$ cat src/rtl/mem_stage_unit.sv
// Memory stage: drives the data-memory req/gnt/rvalid handshake, stalls upstream
// until the access completes, and registers MEM/WB state plus the EX forwarding bus.
module mem_stage_unit #(
    parameter int CORE         = 0,
    parameter int DATA_WIDTH   = 32,
    parameter int ADDRESS_BITS = 20,
    parameter int TIMEOUT      = 255
) (
    input  logic                    clock,
    input  logic                    reset,
    input  logic                    mem_load,
    input  logic                    mem_store,
    input  logic                    mem_regWrite,
    input  logic [DATA_WIDTH-1:0]   mem_ALU_result,
    input  logic [DATA_WIDTH-1:0]   mem_store_data,
    input  logic [4:0]              mem_rd,
    output logic                    dmem_req,
    output logic                    dmem_we,
    output logic [ADDRESS_BITS-1:0] dmem_addr,
    output logic [DATA_WIDTH-1:0]   dmem_wdata,
    input  logic                    dmem_gnt,
    input  logic                    dmem_rvalid,
    input  logic [DATA_WIDTH-1:0]   dmem_rdata,
    output logic                    mem_stall,
    output logic                    wb_regWrite,
    output logic [4:0]              wb_rd,
    output logic [DATA_WIDTH-1:0]   wb_write_data,
    output logic                    mem_write,
    output logic [4:0]              mem_write_reg,
    output logic [DATA_WIDTH-1:0]   mem_write_data,
    output logic                    mem_error
);

    localparam int WD_W = $clog2(TIMEOUT) + 1;

    typedef enum logic [1:0] {
        S_IDLE = 2'd0,
        S_REQ  = 2'd1,
        S_WAIT = 2'd2
    } state_t;

    state_t                  state_q;
    logic [WD_W-1:0]         wd_q;
    logic                    wb_regwrite_q;
    logic [4:0]              wb_rd_q;
    logic [DATA_WIDTH-1:0]   wb_data_q;
    logic                    mem_error_q;

    logic                    access_s;
    logic                    is_store_s;
    logic                    in_wait_s;
    logic                    expire_s;
    logic                    ok_s;
    logic                    forced_s;
    logic                    done_s;
    logic                    rd_nz_s;
    logic                    err_hit_s;
    logic [31:0]             unused_core_s;

    assign unused_core_s = 32'(CORE);

    assign access_s   = mem_load | mem_store;
    // A simultaneous load+store is handled as a load.
    assign is_store_s = mem_store & ~mem_load;
    assign in_wait_s  = (state_q == S_WAIT);
    assign expire_s   = (state_q != S_IDLE) && (wd_q == WD_W'(TIMEOUT - 1));
    assign ok_s       = (~in_wait_s & dmem_gnt & is_store_s) | (in_wait_s & dmem_rvalid);
    assign forced_s   = access_s & expire_s & ~ok_s;
    assign done_s     = access_s & (ok_s | expire_s);
    assign rd_nz_s    = (mem_rd != 5'd0);
    assign err_hit_s  = access_s & (forced_s | (mem_load & mem_store) |
                                    (mem_ALU_result[1:0] != 2'b00));

    assign dmem_req   = access_s & ~in_wait_s & ~reset;
    assign dmem_we    = is_store_s;
    assign dmem_addr  = mem_ALU_result[ADDRESS_BITS+1:2];
    assign dmem_wdata = mem_store_data;
    assign mem_stall  = access_s & ~done_s & ~reset;

    assign wb_regWrite    = wb_regwrite_q;
    assign wb_rd          = wb_rd_q;
    assign wb_write_data  = wb_data_q;
    assign mem_write      = wb_regwrite_q;
    assign mem_write_reg  = wb_rd_q;
    assign mem_write_data = wb_data_q;
    assign mem_error      = mem_error_q;

    // Handshake FSM, watchdog, MEM/WB register and sticky error flag.
    always_ff @(posedge clock) begin
        if (reset) begin
            state_q       <= S_IDLE;
            wd_q          <= {WD_W{1'b0}};
            wb_regwrite_q <= 1'b0;
            wb_rd_q       <= 5'd0;
            wb_data_q     <= {DATA_WIDTH{1'b0}};
            mem_error_q   <= 1'b0;
        end else begin
            if (!access_s || done_s) begin
                state_q <= S_IDLE;
                wd_q    <= {WD_W{1'b0}};
            end else begin
                wd_q <= wd_q + WD_W'(1);
                case (state_q)
                    S_IDLE, S_REQ: state_q <= dmem_gnt ? S_WAIT : S_REQ;
                    S_WAIT:        state_q <= S_WAIT;
                    default:       state_q <= S_IDLE;
                endcase
            end

            if (!access_s) begin
                wb_regwrite_q <= mem_regWrite & rd_nz_s;
                wb_rd_q       <= mem_rd;
                wb_data_q     <= mem_ALU_result;
            end else if (done_s) begin
                wb_rd_q <= mem_rd;
                if (is_store_s) begin
                    wb_regwrite_q <= 1'b0;
                    wb_data_q     <= mem_ALU_result;
                end else begin
                    wb_regwrite_q <= mem_regWrite & rd_nz_s;
                    wb_data_q     <= forced_s ? {DATA_WIDTH{1'b0}} : dmem_rdata;
                end
            end else begin
                wb_regwrite_q <= 1'b0;
                wb_rd_q       <= wb_rd_q;
                wb_data_q     <= wb_data_q;
            end

            if (err_hit_s) begin
                mem_error_q <= 1'b1;
            end else begin
                mem_error_q <= mem_error_q;
            end
        end
    end

endmodule

$ cat config.mk
export PLATFORM = sky130hd
export DESIGN_NAME = mem_stage_unit
export DESIGN_NICKNAME = d
export VERILOG_FILES = /design/src/rtl/mem_stage_unit.sv
export SDC_FILE = /design/constraint.sdc
export NUM_CORES = 1
export LEC_CHECK = 0
export ABC_CLOCK_PERIOD_IN_PS = 4200
export CAP_MARGIN = 20
export CORE_MARGIN = 4
export CORE_UTILIZATION = 36
export CTS_BUF_LIST = sky130_fd_sc_hd__clkbuf_4
export CTS_CLUSTER_SIZE = 28
export DETAILED_ROUTE_END_ITERATION = 7
export GPL_TIMING_DRIVEN = 0
export PLACE_DENSITY = 0.95
export RECOVER_POWER = 100
export SLEW_MARGIN = 10
export SYNTH_ARGS = -nofsm -noshare
export SYNTH_HDL_FRONTEND = slang
export SYNTH_SLANG_ARGS = --single-unit
$ cat constraint.sdc
create_clock -name clock -period 4.2 [get_ports clock]
set_input_delay 0.84 -clock clock [delete_from_list [all_inputs] [get_ports clock]]
set_output_delay 0.84 -clock clock [all_outputs]
set_load 0.02 [all_outputs]
==> impl_metrics.ini, run 1 <==
[clock_tree]
ctsResizeCount = 0
ctsHtreeMaxLevel = 2
holdBufCountCts = 0
cts.sinks = 50
cts_tree = built
cts_buffer_depth = 2
clk_latency_ns = 0.37
postCtsSetupRepairBufs = 0
cts.clk_slew.worst_paths_ns = 0.15
cts_made_buffers = 5
cts_root_buffer = clkbuf_4

[yosys]
synth.avg_cell_area_um2 = 8.77
ys_seq_elements = 50
async_reset_ff_share_pct = 0
netlist_instances = 337
yosys_most_used_dff = dfxtp_1
syn_nets = 447
ys_warn_count = 0
synth_cell_types = 33
synth_edf_count = 0
ys_seq_area_share_pct = 33.9
syn_area_um2 = 2950

[critical_path]
cp_max_fo = 10
cp_common_cell = clkdlybuf4s50_1
crit_chain = clkdlybuf4s50_1 > inv_2 > a311oi_4 > buf_4 > nand2_1 > buf_6 > nor2_1 > clkdlybuf4s50_1
crit_slowest_cell = clkdlybuf4s50_1
path_class = in -> out
start_kind = primary input
critPathArrivalTime_ns = 3.16
max_stage_delay_ns = 0.63
cp_data_required_time_ns = 3.36
crit_path_end_kind = output port

[timing]
fin_tns_setup_ns = 0
slew_headroom_pct = 63.7
timing.fmax_mhz = 250
setup_violations = 0
hold_viol_final = 0
rsz0062_at_grt = no
skew_ns = 0.0112
worstMarginPinSlew_ns = 0.544
slew_violations = 0
period_share_pct = 95.1
fin_crit_ns = 4.00

[floorplan]
start_util_pct = 37.6
core-area_um2 = 7850
dieArea_um2 = 9720
row_count = 32
boundaryPins = 240
fp.dieH_um = 98.6
die_w_um = 98.6

[placement]
io_buffers = 206
gp_congestion = 0.913
hpwl_um = 9170

[drt]
detail_route.wl_per_cell_um = 17.4
drt_iter0_drc = 318
drt_first_pass_iters = 8
drt_wl_total_um = 11300
routed-via-count = 3429
postRouteAntennaNets = 0
via_per_inst = 5.26
drc_errors = 24

[outcome]
violations = design-rule violations
status = finished with violations

[grt]
antenna_found_initial = 0
overflow = 0
grt_pass1_wl_um = 17700
track_usage_pct = 22.1
grt_max_degree = 16
grt_pass1_vias = 3539

[power_and_ir_drop]
p_sw_uw = 465
peakVddDrop_mv = 0.135
power.internal_uw = 882
power_frac_clock_pct = 16.3
power_density_nw_per_um2 = 261
comb_power_share_pct = 43.3
seqPwrFrac_pct = 40.4
p_total_mw = 1.35
p_leak_nw = 2.24
sw_frac_of_total_pct = 34.5

[final_layout]
antenna_cells = 0
synthToLayoutAreaGrowth_pct = 74.5
largest_reg_flops = 32
drive_above_1_share_pct = 20.4
fin_nets = 660

[hold_path]
hp-class = reg -> reg

[job]
drv_cap = 0
==> synthesized netlist by cell type (3+ instances only) <==
master | n | area [µm²]
buf_2 | 12 | 60.1
clkbuf_1 | 14 | 52.6
dfxtp_1 | 50 | 1000
nor2_1 | 6 | 22.5
buf_4 | 91 | 683
nand3_1 | 9 | 45.0
xor2_1 | 6 | 52.6
o21ai_0 | 6 | 30.0
nor3_1 | 66 | 330
a222oi_1 | 32 | 320
a21oi_1 | 7 | 35.0
nor3_2 | 9 | 90.1
buf_6 | 3 | 33.8
==> final cells by class <==
cell class	count	area, µm²
inverter	3	11.3
sequential	50	1000
buffer	120	817
clock inverter	2	15.0
tap	102	128
clock buffer	5	37.5
timing repair buffer	206	2060
multi-input combinational	164	1080
fill	653	2690
==> cells by family (layout without fill, tap and decap cells) <==
group                    after synthesis  count (layout)  synth area share [%]
flip-flops                            50              50                  33.9
adder cells (fa/ha/maj)                2               2                 0.847
XOR/XNOR                               7               7                  2.08
buffers and inverters                123             336                  28.5
AO/OA/AOI/OAI                         51              51                  15.1
AND/OR/NAND/NOR                      104             104                  19.7
==> cells in the final DEF, fill, tap and decap left out, types with 2 or more instances in the layout <==
| cell | n |
|---|---|
| dlygate4sd3_1 | 131 |
| buf_4 | 91 |
| clkdlybuf4s50_1 | 75 |
| nor3_1 | 74 |
| dfxtp_1 | 50 |
| a222oi_1 | 32 |
| clkbuf_1 | 19 |
| nand3_1 | 9 |
| buf_2 | 8 |
| a21oi_1 | 7 |
| nor2_1 | 6 |
| o21ai_0 | 6 |
| xor2_1 | 6 |
| clkbuf_4 | 5 |
| inv_1 | 2 |
| nor2b_1 | 2 |
| and2_1 | 2 |
| nand2_1 | 2 |
| buf_6 | 2 |
| a211oi_1 | 2 |
| ha_1 | 2 |
| clkinvlp_4 | 2 |
==> final timing paths <==
| kind | startpoint | end | slack (ns) | depth (start not counted) |
|---|---|---|---|---|
| worst max register to register | state_q[1] | mem_write_data[11] | 2.07 | 6 |
| worst max-delay path | mem_load | mem_stall | 0.20 | 8 |
| worst min register to register | mem_write_reg[3] | mem_write_reg[3] | 0.49 | 2 |
| worst min-delay path | mem_write_reg[3] | mem_write_reg[3] | 0.49 | 2 |
==> through the flow <==
step	instance area (µm²)	std cells	hold WS [ns]	utilization, %	setup WS [ns]
5_1_grt	5150	652	0.517	65.7	0.0427
4_1_cts	5200	652	0.492	66.2	0.136
2_1_floorplan	2950	337	0.479	-	1.31
3_3_place_gp	5140	645	0.452	65.5	0.160
3_5_place_dp	5140	645	0.473	65.5	0.152
6_report	5150	652	0.486	65.7	0.204
==> power groups by stage <==
stage / combinational, mW / sequential, mW / clock, mW
2_1_floorplan: 0.285 / 0.590 / 0
3_3_place_gp: 0.611 / 0.553 / 0
3_5_place_dp: 0.624 / 0.556 / 0
4_1_cts: 0.626 / 0.546 / 0.225
5_1_grt: 0.620 / 0.549 / 0.246
6_report: 0.583 / 0.544 / 0.219
==> critical path: cells and delay by family <==
kind / cells / cell delay, ns
and+or+nand+nor: 2 / 0.22
buffers and inverters: 5 / 1.77
AOI/OAI and AO/OA: 1 / 0.32
==> layer usage <==
metal  part of all wire (%)  track usage [%]  vias to the layer above
li1                       -                -                     1584
met1                     36             25.2                     1588
met2                     52             40.9                      241
met3                     10             6.02                       16
met4                    1.5             5.04                        0
met5                      0                0                        -
Note: power is estimated with default switching activity, not from simulation.
==> inputs of run 2 (changes only) <==
ABC_CLOCK_PERIOD_IN_PS = 3500   (was 4200)
CORE_UTILIZATION = 31   (was 36)
PLACE_DENSITY = 0.91   (was 0.95)
clock period = 3.5 ns   (was 4.2 ns; I/O delays follow)
==> run 2 against run 1 <==
  * The run now ends clean
  * Flip-flop and latch count unchanged
  * Sequential power increased by 20%
  * Critical path depth did not move
==> impl_metrics.ini, run 2 (synthesis results as in run 1) <==
[timing]
timing.fmax_mhz = 303
setup_violations = 0
slew_headroom_pct = 66.1
slew_violations = 0
fin_crit_ns = 3.30
skew_ns = 0.0208
rsz0062_at_grt = no
period_share_pct = 94.4
worstMarginPinSlew_ns = 0.509
hold_viol_final = 0

[drt]
drt_iter0_drc = 242
routed-via-count = 3423
drt_first_pass_iters = 8
via_per_inst = 5.04
drc_errors = 0
postRouteAntennaNets = 0
drt_wl_total_um = 11200
detail_route.wl_per_cell_um = 16.5

[placement]
gp_congestion = 0.874
io_buffers = 206
hpwl_um = 9150

[final_layout]
fin_nets = 660
fillers = 814
largest_reg_flops = 32
final_common_cell = dlygate4sd3_1
synthToLayoutAreaGrowth_pct = 75.8
multi_input_area_um2 = 1080
antenna_cells = 0
final_core_util_pct = 56.2
seq_area_um2 = 1000
mostFrequentLayoutCells = dlygate4sd3_1, buf_4, nor3_1
drive_above_1_share_pct = 20.5

[critical_path]
r2r_cells = 6
cp_data_required_time_ns = 2.80
critPathArrivalTime_ns = 2.60
r2r-end = mem_write_data[26]
ff2ff_setup_slack_ns = 1.47
crit_path_end_kind = output port
r2r-start = state_q[1]
start_kind = primary input
cp_max_fo = 10
path_class = in -> out

[hold_path]
hp-class = reg -> reg
hold_start = mem_write_reg[2]
holdPathStages = 2
whs_endpoint = mem_write_reg[2]

[floorplan]
dieArea_um2 = 11200
start_util_pct = 32.0
die_w_um = 106
fp.dieH_um = 106
boundaryPins = 240
row_count = 35
core-area_um2 = 9240

[clock_tree]
cts_made_buffers = 5
cts_root_buffer = clkbuf_4
holdBufCountCts = 0
cts_buffer_depth = 2
ctsHtreeMaxLevel = 2
clk_latency_ns = 0.36
cts_tree = built
cts.sinks = 50
cts.clk_slew.worst_paths_ns = 0.12

[job]
drv_cap = 0

[grt]
grt_max_degree = 15
grt_pass1_wl_um = 17100
antenna_found_initial = 0
track_usage_pct = 18.7
grt_pass1_vias = 3495
overflow = 0

[power_and_ir_drop]
power_density_nw_per_um2 = 310
p_total_mw = 1.61
peakVddDrop_mv = 0.132
p_leak_nw = 2.25

[outcome]
status = finished, final reports clean
## run 2: layout make-up
| class | count | share of cell area, % |
|---|---|---|
| inverter | 3 | 0.217 |
| clock buffer | 6 | 0.867 |
| sequential | 50 | 19.3 |
| clock inverter | 1 | 0.145 |
| tap | 129 | 3.11 |
| timing repair buffer | 206 | 39.6 |
| multi-input combinational | 164 | 20.9 |
| buffer | 120 | 15.9 |
## run 2: worst max path at each step
stage / start / endpoint / slack, ns / cells after the start
6_report: dmem_rvalid / mem_stall / 0.20 / 8
5_1_grt: dmem_rvalid / mem_stall / 0.09 / 8
4_1_cts: mem_load / mem_stall / 0.02 / 8
3_5_place_dp: mem_load / mem_stall / -0.32 / 8
3_3_place_gp: mem_load / mem_stall / -0.32 / 8
2_1_floorplan: dmem_rvalid / mem_stall / 0.89 / 6
## run 2: report_power, final
| group | switching (mW) | internal (mW) |
|---|---|---|
| clock | 0.178 | 0.0832 |
| combinational | 0.328 | 0.370 |
| sequential | 0.0381 | 0.614 |
| total | 0.544 | 1.07 |
## run 2: repair_timing
action                     in CTS  in global routing
gates resized for setup         3                  2
setup endpoints to repair       1                  1
buffers inserted                0                  0
## run 2: metal layers
metal  routed length, µm  vias to the layer above  global-route usage, %
met3                 982                       13                   4.84
li1                    -                     1579                      -
met5                   0                        -                      0
met1                4190                     1622                   20.9
met4                 141                        0                   4.16
met2                5890                      209                   35.3
## run 2: worst max-delay path, cell delays in order
cell and delay (ns):
clkdlybuf4s50_1 0.40, and3b_1 0.25, a311oi_4 0.35, buf_4 0.25
nand2_1 0.13, buf_6 0.17, nor2_1 0.09, clkbuf_1 0.27
## run 2: through the flow
stage / setup slack (ns) / hold slack (ns) / cells / TNS, ns / area (µm²)
detailed placement: -0.324 / 0.462 / 672 / -0.324 / 5180
global route: 0.0886 / 0.524 / 679 / 0 / 5190
global placement: -0.318 / 0.460 / 672 / -0.318 / 5180
finish: 0.195 / 0.491 / 679 / 0 / 5190
CTS: 0.0180 / 0.499 / 679 / 0 / 5230
floorplan: 0.895 / 0.479 / 337 / 0 / 2950
==> inputs of run 3 (changes only) <==
GPL_ROUTABILITY_DRIVEN = 0   (was unset)
==> results of run 3 <==
Same layout as run 2: the final DEF is identical, and so are final timing and power.
